[src/rtl/polyshift_seq.sv]
// Multi-word left-shift sequencer: buffers an operand low word first, then streams
// the shifted words back out, chaining carry bits from each word into the next.
package polyshift_pkg;
    localparam logic [1:0] SHIFT_LOGIC = 2'd0;
    localparam logic [1:0] SHIFT_ARITH = 2'd1;
    localparam logic [1:0] SHIFT_RCL   = 2'd2;
    localparam logic [1:0] SHIFT_ROL   = 2'd3;
endpackage

// Single-word left shifter. D_OUT takes the top shift_size bits of the selected carry
// source into its low end; C_OUT holds the bits pushed out of the top, right-aligned.
module polyshift_l #(
    parameter int word_width = 8
) (
    input  logic [1:0]                    shift_type,
    input  logic [word_width-1:0]         D_IN,
    input  logic [$clog2(word_width)-1:0] shift_size,
    input  logic [word_width-2:0]         C_IN,
    output logic [word_width-1:0]         D_OUT,
    output logic [word_width-2:0]         C_OUT
);
    import polyshift_pkg::*;

    logic [word_width-2:0]   carry;
    logic [2*word_width-2:0] cat_sh;
    logic [2*word_width-2:0] ext_sh;

    always_comb begin
        carry = '0;
        case (shift_type)
            SHIFT_RCL: carry = C_IN;
            SHIFT_ROL: carry = D_IN[word_width-1:1];
            default:   carry = '0;
        endcase
    end

    // Shifting {data, carry} as one vector pulls the top carry bits in below the data.
    assign cat_sh = {D_IN, carry} << shift_size;
    assign ext_sh = {{(word_width-1){1'b0}}, D_IN} << shift_size;
    assign D_OUT  = cat_sh[2*word_width-2 -: word_width];
    assign C_OUT  = ext_sh[2*word_width-2 -: word_width-1];
endmodule

module polyshift_seq #(
    parameter int word_width = 8,
    parameter int max_words  = 4
) (
    input  logic                             clk,
    input  logic                             rst_n,
    input  logic                             START,
    input  logic [$clog2(max_words+1)-1:0]   WORDS,
    input  logic [$clog2(word_width)-1:0]    SHIFT_SIZE,
    input  logic [1:0]                       SHIFT_TYPE_IN,
    input  logic [word_width-2:0]            C_FILL,
    input  logic                             IN_VALID,
    output logic                             IN_READY,
    input  logic [word_width-1:0]            IN_DATA,
    output logic                             OUT_VALID,
    input  logic                             OUT_READY,
    output logic [word_width-1:0]            OUT_DATA,
    output logic [word_width-2:0]            SPILL,
    output logic                             BUSY,
    output logic                             DONE
);
    // state | meaning
    // IDLE  | waiting for START
    // LOAD  | accepting operand words into the buffer
    // EMIT  | streaming shifted words out
    // FIN   | one-cycle DONE pulse
    import polyshift_pkg::*;

    localparam int WW = $clog2(max_words+1);
    localparam int IW = $clog2(max_words);
    localparam int SW = $clog2(word_width);
    localparam logic [WW-1:0] MAXW = WW'(max_words);

    typedef enum logic [1:0] {IDLE, LOAD, EMIT, FIN} state_t;

    state_t                state, state_nxt;
    logic [word_width-1:0] data_buf [max_words];
    logic [IW-1:0]         idx, idx_m1, last_q;
    logic [SW-1:0]         sh_q;
    logic [1:0]            typ_q;
    logic [word_width-2:0] cfill_q, spill_q, carry_in, core_cout;
    logic [word_width-1:0] core_din, core_dout;
    logic [WW-1:0]         words_clamp;
    logic                  in_hs, out_hs, at_last;

    assign in_hs       = IN_VALID & IN_READY;
    assign out_hs      = OUT_VALID & OUT_READY;
    assign at_last     = (idx == last_q);
    assign idx_m1      = idx - 1'b1;
    assign words_clamp = (WORDS > MAXW) ? MAXW : WORDS;

    always_ff @(posedge clk) begin
        if (!rst_n) state <= IDLE;
        else        state <= state_nxt;
    end

    always_comb begin
        state_nxt = state;
        case (state)
            IDLE: if (START) state_nxt = (WORDS == '0) ? FIN : LOAD;
            LOAD: if (in_hs && at_last) state_nxt = EMIT;
            EMIT: if (out_hs && at_last) state_nxt = FIN;
            FIN:  state_nxt = IDLE;
            default: state_nxt = IDLE;
        endcase
    end

    always_comb begin
        IN_READY  = 1'b0;
        OUT_VALID = 1'b0;
        BUSY      = 1'b1;
        DONE      = 1'b0;
        case (state)
            IDLE:    BUSY      = 1'b0;
            LOAD:    IN_READY  = 1'b1;
            EMIT:    OUT_VALID = 1'b1;
            FIN:     DONE      = 1'b1;
            default: BUSY      = 1'b0;
        endcase
    end

    always_ff @(posedge clk) begin
        if (!rst_n) begin
            idx     <= '0;
            last_q  <= '0;
            sh_q    <= '0;
            typ_q   <= '0;
            cfill_q <= '0;
            spill_q <= '0;
        end else begin
            case (state)
                IDLE: if (START) begin
                    sh_q    <= SHIFT_SIZE;
                    typ_q   <= SHIFT_TYPE_IN;
                    cfill_q <= C_FILL;
                    last_q  <= IW'(words_clamp - 1'b1);
                    idx     <= '0;
                    spill_q <= '0;
                end
                LOAD: if (in_hs) begin
                    if (at_last) begin
                        idx     <= '0;
                        spill_q <= core_cout;
                    end else begin
                        idx <= idx + 1'b1;
                    end
                end
                EMIT: if (out_hs) idx <= at_last ? '0 : idx + 1'b1;
                default: ;
            endcase
        end
    end

    always_ff @(posedge clk) begin
        if (state == LOAD && in_hs) data_buf[idx] <= IN_DATA;
    end

    // Word 0 has no word below it, so its carry source depends on the shift type.
    always_comb begin
        carry_in = '0;
        if (idx != '0) begin
            carry_in = data_buf[idx_m1][word_width-1:1];
        end else begin
            case (typ_q)
                SHIFT_RCL: carry_in = cfill_q;
                SHIFT_ROL: carry_in = data_buf[last_q][word_width-1:1];
                default:   carry_in = '0;
            endcase
        end
    end

    // During LOAD the core sees the incoming word so its carry-out yields the spill bits.
    assign core_din = (state == LOAD) ? IN_DATA : data_buf[idx];

    polyshift_l #(.word_width(word_width)) u_core (
        .shift_type (SHIFT_RCL),
        .D_IN       (core_din),
        .shift_size (sh_q),
        .C_IN       (carry_in),
        .D_OUT      (core_dout),
        .C_OUT      (core_cout)
    );

    assign OUT_DATA = core_dout;
    assign SPILL    = spill_q;
endmodule

[config.mk]
export PLATFORM = sky130hd
export DESIGN_NAME = polyshift_seq
export DESIGN_NICKNAME = d
export VERILOG_FILES = /design/src/rtl/polyshift_seq.sv
export SDC_FILE = /design/constraint.sdc
export NUM_CORES = 1
export LEC_CHECK = 0
export BUFFER_PORTS_ARGS = -buffer_cell sky130_fd_sc_hd__buf_4
export CAP_MARGIN = 25
export CORE_ASPECT_RATIO = 0.6
export CORE_MARGIN = 2
export CORE_UTILIZATION = 58
export CTS_CLUSTER_DIAMETER = 200
export CTS_CLUSTER_SIZE = 25
export DETAILED_ROUTE_END_ITERATION = 10
export PLACE_DENSITY_LB_ADDON = 0.08
export SKIP_CTS_REPAIR_TIMING = 1
export SYNTH_ARGS = -nofsm -noshare
export SYNTH_HDL_FRONTEND = slang
export SYNTH_SLANG_ARGS = --single-unit
[constraint.sdc]
create_clock -name clk -period 3.2 [get_ports clk]
set_clock_uncertainty 0.05 [all_clocks]
set_input_delay 0.48 -clock clk [delete_from_list [all_inputs] [get_ports clk]]
set_output_delay 0.48 -clock clk [all_outputs]
set_load 0.1 [all_outputs]
### After elaboration in Yosys (flattened, before gate mapping)

Memories as Yosys holds them, arrays and structs flattened. A register that Yosys moved wholly into a read port is not among the register bits.
Cells that the tools add are included.

| storage, ports and cells | value |
|---|---|
| memories | 1 |
| output and inout bits | 19 |
| memory bits (writable) | 32 |
| register bits | 25 |
| word-level logic and storage cells | 68 |

Memory list:

| name | depth | width | read ports | clocked after Yosys merged registers in | wr ports | RTL line | RTL |
|---|---|---|---|---|---|---|---|
| data_buf | 4 | 8 | 3 | 2 | 1 | 80 | `logic [word_width-1:0] data_buf [max_words];` |

| operators by class | value |
|---|---|
| muxes and demuxes | 28 |
| eq/ne operators | 12 |
| $add $sub $neg | 3 |
| bitwise logic cells | 2 |
| magnitude comparators | 1 |
| shift-type cells | 2 |
| reductions and logical operators | 12 |

Operators by type and width:

| operator | number |
|---|---|
| 7-bit two-way mux | 4 |
| 7-bit one-hot mux with 2 select lines | 2 |
| 2-bit two-way mux | 13 |
| 15-bit by 3-bit left shift with 15-bit output | 1 |
| 8-bit by 3-bit left shift with 15-bit output | 1 |
| 2-bit != test, second input constant | 6 |
| 2-bit equality test, second input constant | 4 |
| 8-bit two-way mux | 1 |
| 2-bit one-hot mux with 4 select lines | 1 |
| 4-bit AND reduction | 2 |
| 1-bit two-way mux | 6 |
| 2-bit one-hot mux with 3 select lines | 1 |
| 2-bit nonzero test | 2 |
| 2-bit by 1-bit subtractor with 2-bit output, second input constant | 2 |
| 3-bit > comparator, second input constant | 1 |
| 1-bit logical AND | 3 |
| 3-bit logical NOT | 1 |
| 3-bit AND reduction | 1 |
| 3-bit nonzero test | 1 |
| 2-bit by 1-bit adder with 2-bit output, second input constant | 1 |
| 1-bit bitwise AND | 2 |
| 2-bit by 1-bit equality test with 1-bit output, second input constant | 1 |
| 2-bit equality test | 1 |
| 2-bit logical NOT | 1 |
| 2-bit AND reduction | 1 |

### Logic depth before layout (Yosys ltp)

Gate-level depths: netlist of run 1.

| logic depth | value |
|---|---|
| depth in word-level cells | 7 |
| depth in mapped cells | 11 |
| gate-level depth less buffers | 7 |

### Modules after synthesis

From an unflattened synthesis of run 1, not the netlist that was laid out.

| second synthesis, totals | value |
|---|---|
| cell total of the unflattened synthesis | 300 |
| area, all modules | 3683.5 um^2 |

By module, submodules not included:

| module | area an instance (um^2) | cells each | instances |
|---|---|---|---|
| polyshift_seq | 3090.5 | 236 | 1 |
| polyshift_l | 593.1 | 64 | 1 |

### Least setup slack after synthesis of run 1

OpenSTA, ideal clock, no wires.

| timing path | value |
|---|---|
| kind | register to output |
| start | register state[1] |
| end | output port OUT_DATA[4] |
| path slack | -1.275 ns |
| buffers on the path | 1 |
| required time | 2.670 ns |
| stages on the path, launching flop included | 8 |
| arrival | 3.945 ns |
| cell sequence | dfxtp_1 inv_1 ha_1 inv_2 buf_1 mux2i_1 mux4_2 a2bb2oi_1 |

| on the way | value |
|---|---|
| longest elaborated chain between the ends | 3 |

RTL lines:

| item | RTL line | RTL |
|---|---|---|
| from (decl) | 79 | `state_t state, state_nxt;` |
| from (signal assigned) | 97 | `else state <= state_nxt;` |
| 2-bit by 1-bit equality test with 1-bit output | 176 | `assign core_din = (state == LOAD) ? IN_DATA : data_buf[idx];` |
| 8-bit two-way mux | 176 |  |
| 15-bit by 3-bit left shift with 15-bit output | 38 | `assign cat_sh = {D_IN, carry} << shift_size;` |
| to (decl) | 60 | `output logic [word_width-1:0] OUT_DATA,` |

Every way passes these cells.

### Worst setup path after layout of run 1

| timing path | value |
|---|---|
| start | register idx[1] |
| end | output port OUT_DATA[5] |

| on the way | value |
|---|---|
| longest elaborated chain between the ends | 4 |
| elaborated cells on any way between the ends | 5 |
| classes of those cells | 1 x add/sub; 1 x shift; 1 x mux; 1 x reduce/logical; 1 x memory |

RTL lines:

| item | RTL line | RTL |
|---|---|---|
| from (decl) | 81 | `logic [IW-1:0] idx, idx_m1, last_q;` |
| from (signal assigned) | 148 | `idx <= idx + 1'b1;` |
| from (signal assigned) | 151 | `EMIT: if (out_hs) idx <= at_last ? '0 : idx + 1'b1;` |
| 2-bit by 1-bit subtractor with 2-bit output | 92 | `assign idx_m1 = idx - 1'b1;` |
| memory read 4 x 8 bit | n/a |  |
| 7-bit two-way mux * | 164 | `if (idx != '0) begin` |
| 15-bit by 3-bit left shift with 15-bit output * | 38 |  |

Every way passes the cells marked *; elsewhere a longest branch is shown, timed or not.

==> results.ini, run 1 <==
[floorplan]
design.die.area_um2 = 6920
die_y_um = 65.2
fp.dieW_um = 106
start_util = 0.596
rows = 22
ios = 47
coreArea_um2 = 6080

[run]
cap_violations = 0

[placed_design]
pre_cts_ws_ps = 124
detailedPlacementHpwl_um = 7720
gp_congestion = 0.946
port_buffers = 46

[power]
power_density_nw_per_um2 = 922
comb_power_share = 0.579
p_sw_mw = 1.96
leakage_nw = 1.68
pwr-share-clk = 0.184
p_int_mw = 2.19
p_sw_frac = 0.473
power.share.sequential = 0.238
ir_worst_vdd_mv = 0.872

[cells_and_area]
nNetsFinal = 441
final_common_cell = buf_4
diodes = 0
seqCellArea_um2 = 1550
multi_input_area_um2 = 2010
fillers = 441
layout-drive-gt1-share = 0.296
area_growth_pct = 24.4
layout_common_cells = buf_4, nand2_1, mux2i_1, edfxtp_1, dfxtp_1

[global_route]
grt_max_degree = 22
grt_usage = 0.311
grt_pass1_vias = 2855
antenna_found_initial = 0
overflow = 0
grt_pass1_wl_um = 15900

[yosys]
synth_area_leaders = edfxtp_1, dfxtp_1, mux2i_1, mux4_2, nand2_1
syn_avg_cell_area_um2 = 10.4
netlist.area_leader.share = 0.265
syn-num-nets = 385
synth_compound_area_frac = 0.183
synth_seq_area_share = 0.425
synth_area_leader_cell = edfxtp_1
ys.warnings.count = 0
syn_inst = 348
synth_cell_types = 58
synth-simple-area-share = 0.113
synth_flop_cell = edfxtp_1
async_flop_share = 0
synthAdderAreaFrac = 0.0311
synth_edf_count = 32
synth_top_family_by_area = multiplexers
synth_area_um2 = 3620
synth_mux_area_frac = 0.193
synth-xor-area-share = 0.00725
ys_ff_latch = 61

[drt]
drt-initial-drc-count = 260
drt-total-wl_um = 10300
ant_nets = 0
drc = 0
num_vias = 3102
viasPerCell = 6.29
first_pass_iters = 5
wl_per_cell_um = 21.0

[timing]
timing.final.ws_setup_ps = 52.6
hold_slack_ps = 297
slew_headroom = 0.365
timing.final.crit_share = 0.984
slew_viol_final = 0
finalCriticalPeriod_ps = 3150
rsz0062_at_grt = no
hold_viol = 0
max_slew.worst_pin.slew_ps = 943
fmax_mhz = 318
setup_viol = 0

[clocking]
clk_latency_ps = 340
clk_pin_slew_ps = 70
htree_levels = 3
cts_tree = built
clockBufferDepth = 2
cts.sinks = 61
ctsRootBufferMaster = clkbuf_8
cts_buffers = 9

[hold_path]
hp-class = in2reg

[critical_path]
critPathKind = reg2out
crit_fanout = 7
worstPathRequired_ps = 2670
cp-end-kind = output pin
cp_top_family = multiplexers
critical_path_buf_inv_count = 3
critPathArrivalTime_ps = 2620
cp_cell_sequence = inv_2, ha_4, nor2b_1, buf_4, a22oi_1, o21a_1, mux4_2, mux2_4, buf_12
setup.worst_path.start_class = flop
critical-path-max-stage-delay_ps = 510
slowest_stage = mux4_2

[status]
outcome = finished, final reports clean

==> area by class of cell <==
class	count	area share
multi-input combinational	247	0.447
sequential	61	0.344
inverter	19	0.0169
timing repair buffer	66	0.120
clock buffer	10	0.0283
tap	84	0.0233
clock inverter	6	0.0211
==> synthesized netlist by cell type (all sizes together), types with 3 or more instances <==
library cell,n
a211oi,3
a21o,3
a21oi,19
a221oi,4
a22oi,7
and2,3
and3,4
buf,8
clkbuf,13
dfxtp,29
edfxtp,32
ha,9
inv,17
mux2,8
mux2i,38
mux4,10
nand2,41
nand3,7
nand4,3
nor2,15
nor3,3
nor4,3
o211ai,10
o21ai,9
o221ai,7
o2bb2ai,3
==> worst paths after layout <==
path                                  endpoint  depth (start not counted)  slack, ps       start
worst min register to register        SPILL[6]                          2        410    SPILL[6]
worst max-delay path               OUT_DATA[5]                          9         50      idx[1]
worst max register to register        SPILL[0]                          7        650    state[1]
worst min-delay path            data_buf[0][6]                          1        300  IN_DATA[6]
==> registers in the layout (all words and copies together) (netlist names), named ones only <==
name / flops
SPILL: 7
cfill_q: 7
data_buf: 32
idx: 2
last_q: 2
sh_q: 3
state: 2
typ_q: 2
==> per-layer routing <==
| layer | global-route usage | share of wire | up-vias |
|---|---|---|---|
| li1 | - | - | 1445 |
| met1 | 0.478 | 0.47 | 1491 |
| met3 | 0.105 | 0.10 | 2 |
| met5 | 0 | 0 | - |
| met2 | 0.423 | 0.42 | 164 |
| met4 | 0.0609 | 0.0016 | 0 |
==> through the flow <==
step,util,setup TNS (ps),total power [mW],instances,cell area [µm²]
final,0.741,0,4.16,493,4510
after detailed placement,0.688,0,3.22,476,4190
after global routing,0.741,0,4.31,493,4510
after floorplan,-,0,2.72,348,3710
after global placement,0.688,0,3.20,476,4190
after CTS,0.725,-758,3.98,492,4410
==> worst reg2reg max path, stage by stage (launching register included) <==
cell     delay, ps
dfxtp_1        390
inv_1          120
ha_4           200
inv_6          160
o22ai_1        150
nor4_1         790
or4b_1         530
nand4_1        100
==> cells by family after synthesis <==
logic type,after synthesis
flops,61
xor+xnor,3
simple gates,88
fa+ha+maj,9
buf+inv,40
compound gates,91
mux,56
==> power by group through the flow <==
| stage | clock network (mW) | logic [mW] | registers (mW) |
|---|---|---|---|
| 6_report | 0.763 | 2.40 | 0.988 |
| 5_1_grt | 0.809 | 2.51 | 0.997 |
| 4_1_cts | 0.768 | 2.23 | 0.982 |
| 3_5_place_dp | 0 | 2.22 | 0.999 |
| 3_3_place_gp | 0 | 2.21 | 0.995 |
| 2_1_floorplan | 0 | 1.73 | 0.988 |
Note: power is estimated with default switching activity, not from simulation.
==> run 2: changes to the inputs <==
--- a/config.mk
+++ b/config.mk
@@ -5,6 +5,7 @@
 export SDC_FILE = /design/constraint.sdc
 export NUM_CORES = 1
 export LEC_CHECK = 0
+export ABC_AREA = 1
 export BUFFER_PORTS_ARGS = -buffer_cell sky130_fd_sc_hd__buf_4
 export CAP_MARGIN = 25
 export CORE_ASPECT_RATIO = 0.6
==> results.ini, run 2 <==
[timing]
slew_viol_final = 0  ; unchanged
fmax_mhz = 336  ; +5.7%
hold_slack_ps = 283  ; -14.3 ps
timing.final.crit_share = 0.931  ; -0.0530
slew_headroom = 0.365  ; -0.000451
rsz0062_at_grt = no
max_slew.worst_pin.slew_ps = 949  ; +5.87 ps
hold_viol = 0  ; unchanged
fin_setup_tns_ps = 0  ; unchanged
finalCriticalPeriod_ps = 2980  ; -170 ps
setup_viol = 0  ; unchanged

[hold_path]
min_path_cells = 2  ; +1
min_from = WORDS[0]
hp-class = in2reg

[yosys]
synth-xor-area-share = 0.00675  ; -0.000497
ys.warnings.count = 0  ; unchanged
synth_top_family_by_area = simple AND/OR/NAND/NOR gates
syn-num-nets = 540  ; +40%
synth_seq_area_share = 0.416  ; -0.00933
syn_inst = 503  ; +45%
synth_area_leaders = edfxtp_1, dfxtp_1, nand3_1, nand2_1, inv_1
synth_flop_cell = edfxtp_1
synth_common_cells = nand2_1, nand3_1, inv_1
async_flop_share = 0  ; unchanged
synth_edf_count = 32  ; unchanged
syn_avg_cell_area_um2 = 7.37  ; -29%
synth_cell_types = 35  ; -40%
synthAdderAreaFrac = 0.0304  ; -0.000682
synth_area_leader_cell = edfxtp_1
netlist.area_leader.share = 0.259  ; -0.00582
ys_ff_latch = 61  ; unchanged
synth_area_um2 = 3710  ; +2.2%
synth-simple-area-share = 0.322  ; +0.209
synth_compound_area_frac = 0.125  ; -0.0573
synth.most_common_cell = nand2_1
synth_mux_area_frac = 0.00270  ; -0.190

[critical_path]
setup.worst_path.start_class = flop
cp_cell_sequence = inv_1, ha_4, inv_1, a21oi_1, o21ai_1, nand3_1, nand3_1, nand3_1, nand3_1, nand2_1, buf_4
critPathKind = reg2out
r2r_cells = 6  ; -1
cp-end-kind = output pin
critPathArrivalTime_ps = 2450  ; -170 ps
rr_startpoint = state[0]
slowest_stage = dfxtp_1
critical-path-max-stage-delay_ps = 410  ; -100 ps
critPathMostFrequentCell = nand3_1
crit_fanout = 9  ; +2
worstPathRequired_ps = 2670  ; about the same
reg2reg_slack_ps = 990  ; +340 ps

[run]
cap_violations = 0  ; unchanged

[cells_and_area]
final_common_cell = nand2_1
final_cells = 633  ; +28%
layout-drive-gt1-share = 0.162  ; -0.134
seqCellArea_um2 = 1540  ; -0.65%
area_growth_pct = 15.7
nNetsFinal = 581  ; +32%
fillers = 514  ; +17%
layout_common_cells = nand2_1, nand3_1, inv_1, buf_4, nor2_1
diodes = 0  ; unchanged
fin_area_um2 = 4290  ; -4.9%
largest_reg_flops = 32  ; unchanged
largest-register = data_buf
multi_input_area_um2 = 1820  ; -9.5%

[power]
power_density_nw_per_um2 = 1120  ; +22%
ir_worst_vdd_mv = 1.04  ; +20%
leakage_nw = 1.89  ; +13%

[global_route]
grt_pass1_wl_um = 16600  ; +4.6%
grtUsageMet3 = 0.0749  ; -0.0303
overflow = 0  ; unchanged
grt_usage = 0.312  ; +0.00109
grt-busiest-layer = met1
grt_pass1_vias = 3295  ; +15%
use_met2 = 0.460  ; +0.0371
met1_usage = 0.462  ; -0.0164
grt_max_degree = 20  ; -9.1%
antenna_found_initial = 0  ; unchanged

[clocking]
cts.sinks = 61  ; unchanged
htree_levels = 3  ; unchanged
ctsRootBufferMaster = clkbuf_8
clockBufferDepth = 2  ; unchanged
clk_pin_slew_ps = 70  ; about the same
cts_tree = built
clk_latency_ps = 350  ; about the same
cts_buffers = 9  ; unchanged

[floorplan]
rows = 22  ; unchanged
coreArea_um2 = 6140  ; +0.91%
design.die.area_um2 = 7070  ; +2.1%
ios = 47  ; unchanged
fp.dieW_um = 107  ; +1.1%
die_y_um = 65.9  ; +1.1%
start_util = 0.604  ; +0.00791

[drt]
first_pass_iters = 6  ; +1
wl_per_cell_um = 16.6  ; -21%
viasPerCell = 5.97  ; -5.1%
drc = 0  ; unchanged
drt-initial-drc-count = 519  ; +100%
ant_nets = 0  ; unchanged
num_vias = 3778  ; +22%
drt-total-wl_um = 10500  ; +1.8%

[status]
outcome = finished, final reports clean

[placed_design]
port_buffers = 46  ; unchanged
detailedPlacementHpwl_um = 7910  ; +2.5%
gp_congestion = 1.00  ; +5.7%
dp_cells = 617  ; +30%
place_area_um2 = 4070  ; -2.9%

## run 2: cell count changes after synthesis, sizes merged, moves of 9 or more
cell	previous run	this run
inv	17	57
mux2i	38	1
nand3	7	104
nand2	41	108
o21ai	9	42
a21oi	19	29
buf	8	18
mux4	10	0
nor2	15	41
clkbuf	13	4
## run 2: per-stage QoR
stage / setup slack, ps / power, mW / utilization
floorplan: 260 / 3.40 / -
detailed placement: 416 / 4.01 / 0.663
CTS: 1.97 / 4.71 / 0.695
global route: 32.8 / 5.08 / 0.698
global placement: 523 / 3.97 / 0.663
finish: 222 / 4.81 / 0.698
## run 2: layer usage
layer | wire length [µm] | vias to the layer above
met3 | 1350 | 19
met5 | 0 | -
met1 | 4610 | 1743
li1 | - | 1770
met4 | 125 | 0
met2 | 4440 | 246
## run 2: worst max path at each step
stage                      start           to  slack [ps]
final                     idx[1]  OUT_DATA[0]         220
after global routing      idx[1]  OUT_DATA[1]          30
after CTS                 idx[1]  OUT_DATA[1]           2
after detailed placement  idx[1]  OUT_DATA[1]         420
after global placement    idx[1]  OUT_DATA[1]         520
after floorplan           idx[0]  OUT_DATA[1]         260
## run 2: cell type report
type                            instances  share of cell area
Timing Repair Buffer                   52              0.0928
Clock inverter                          7              0.0175
Multi-Input combinational cell        361               0.425
Sequential cell                        61               0.360
Inverter                               59              0.0517
Tap cell                               84              0.0245
Clock buffer                            9              0.0289
## run 2: cell families after synthesis
kind of cell,after synthesis
XOR/XNOR,2
AO/OA/AOI/OAI,84
multiplexers,1
flip-flops,61
AND/OR/NAND/NOR,265
buffers and inverters,81
adder cells (fa/ha/maj),9
## run 2: power breakdown
group,switching (mW),total [mW],leakage (nW),internal [mW]
combinational,2.23,3.04,1.27,0.801
sequential,0.133,1.08,0.527,0.950
clock,0.333,0.694,0.0935,0.362
total,2.70,4.81,1.89,2.11
## run 2: worst max-delay path, delay by kind of cell, from the launching register on
family	cells	cell delay [ps]
adder cells (fa/ha/maj)	1	350
buffers and inverters	3	560
AO/OA/AOI/OAI	2	230
flip-flops	1	410
AND/OR/NAND/NOR	5	540
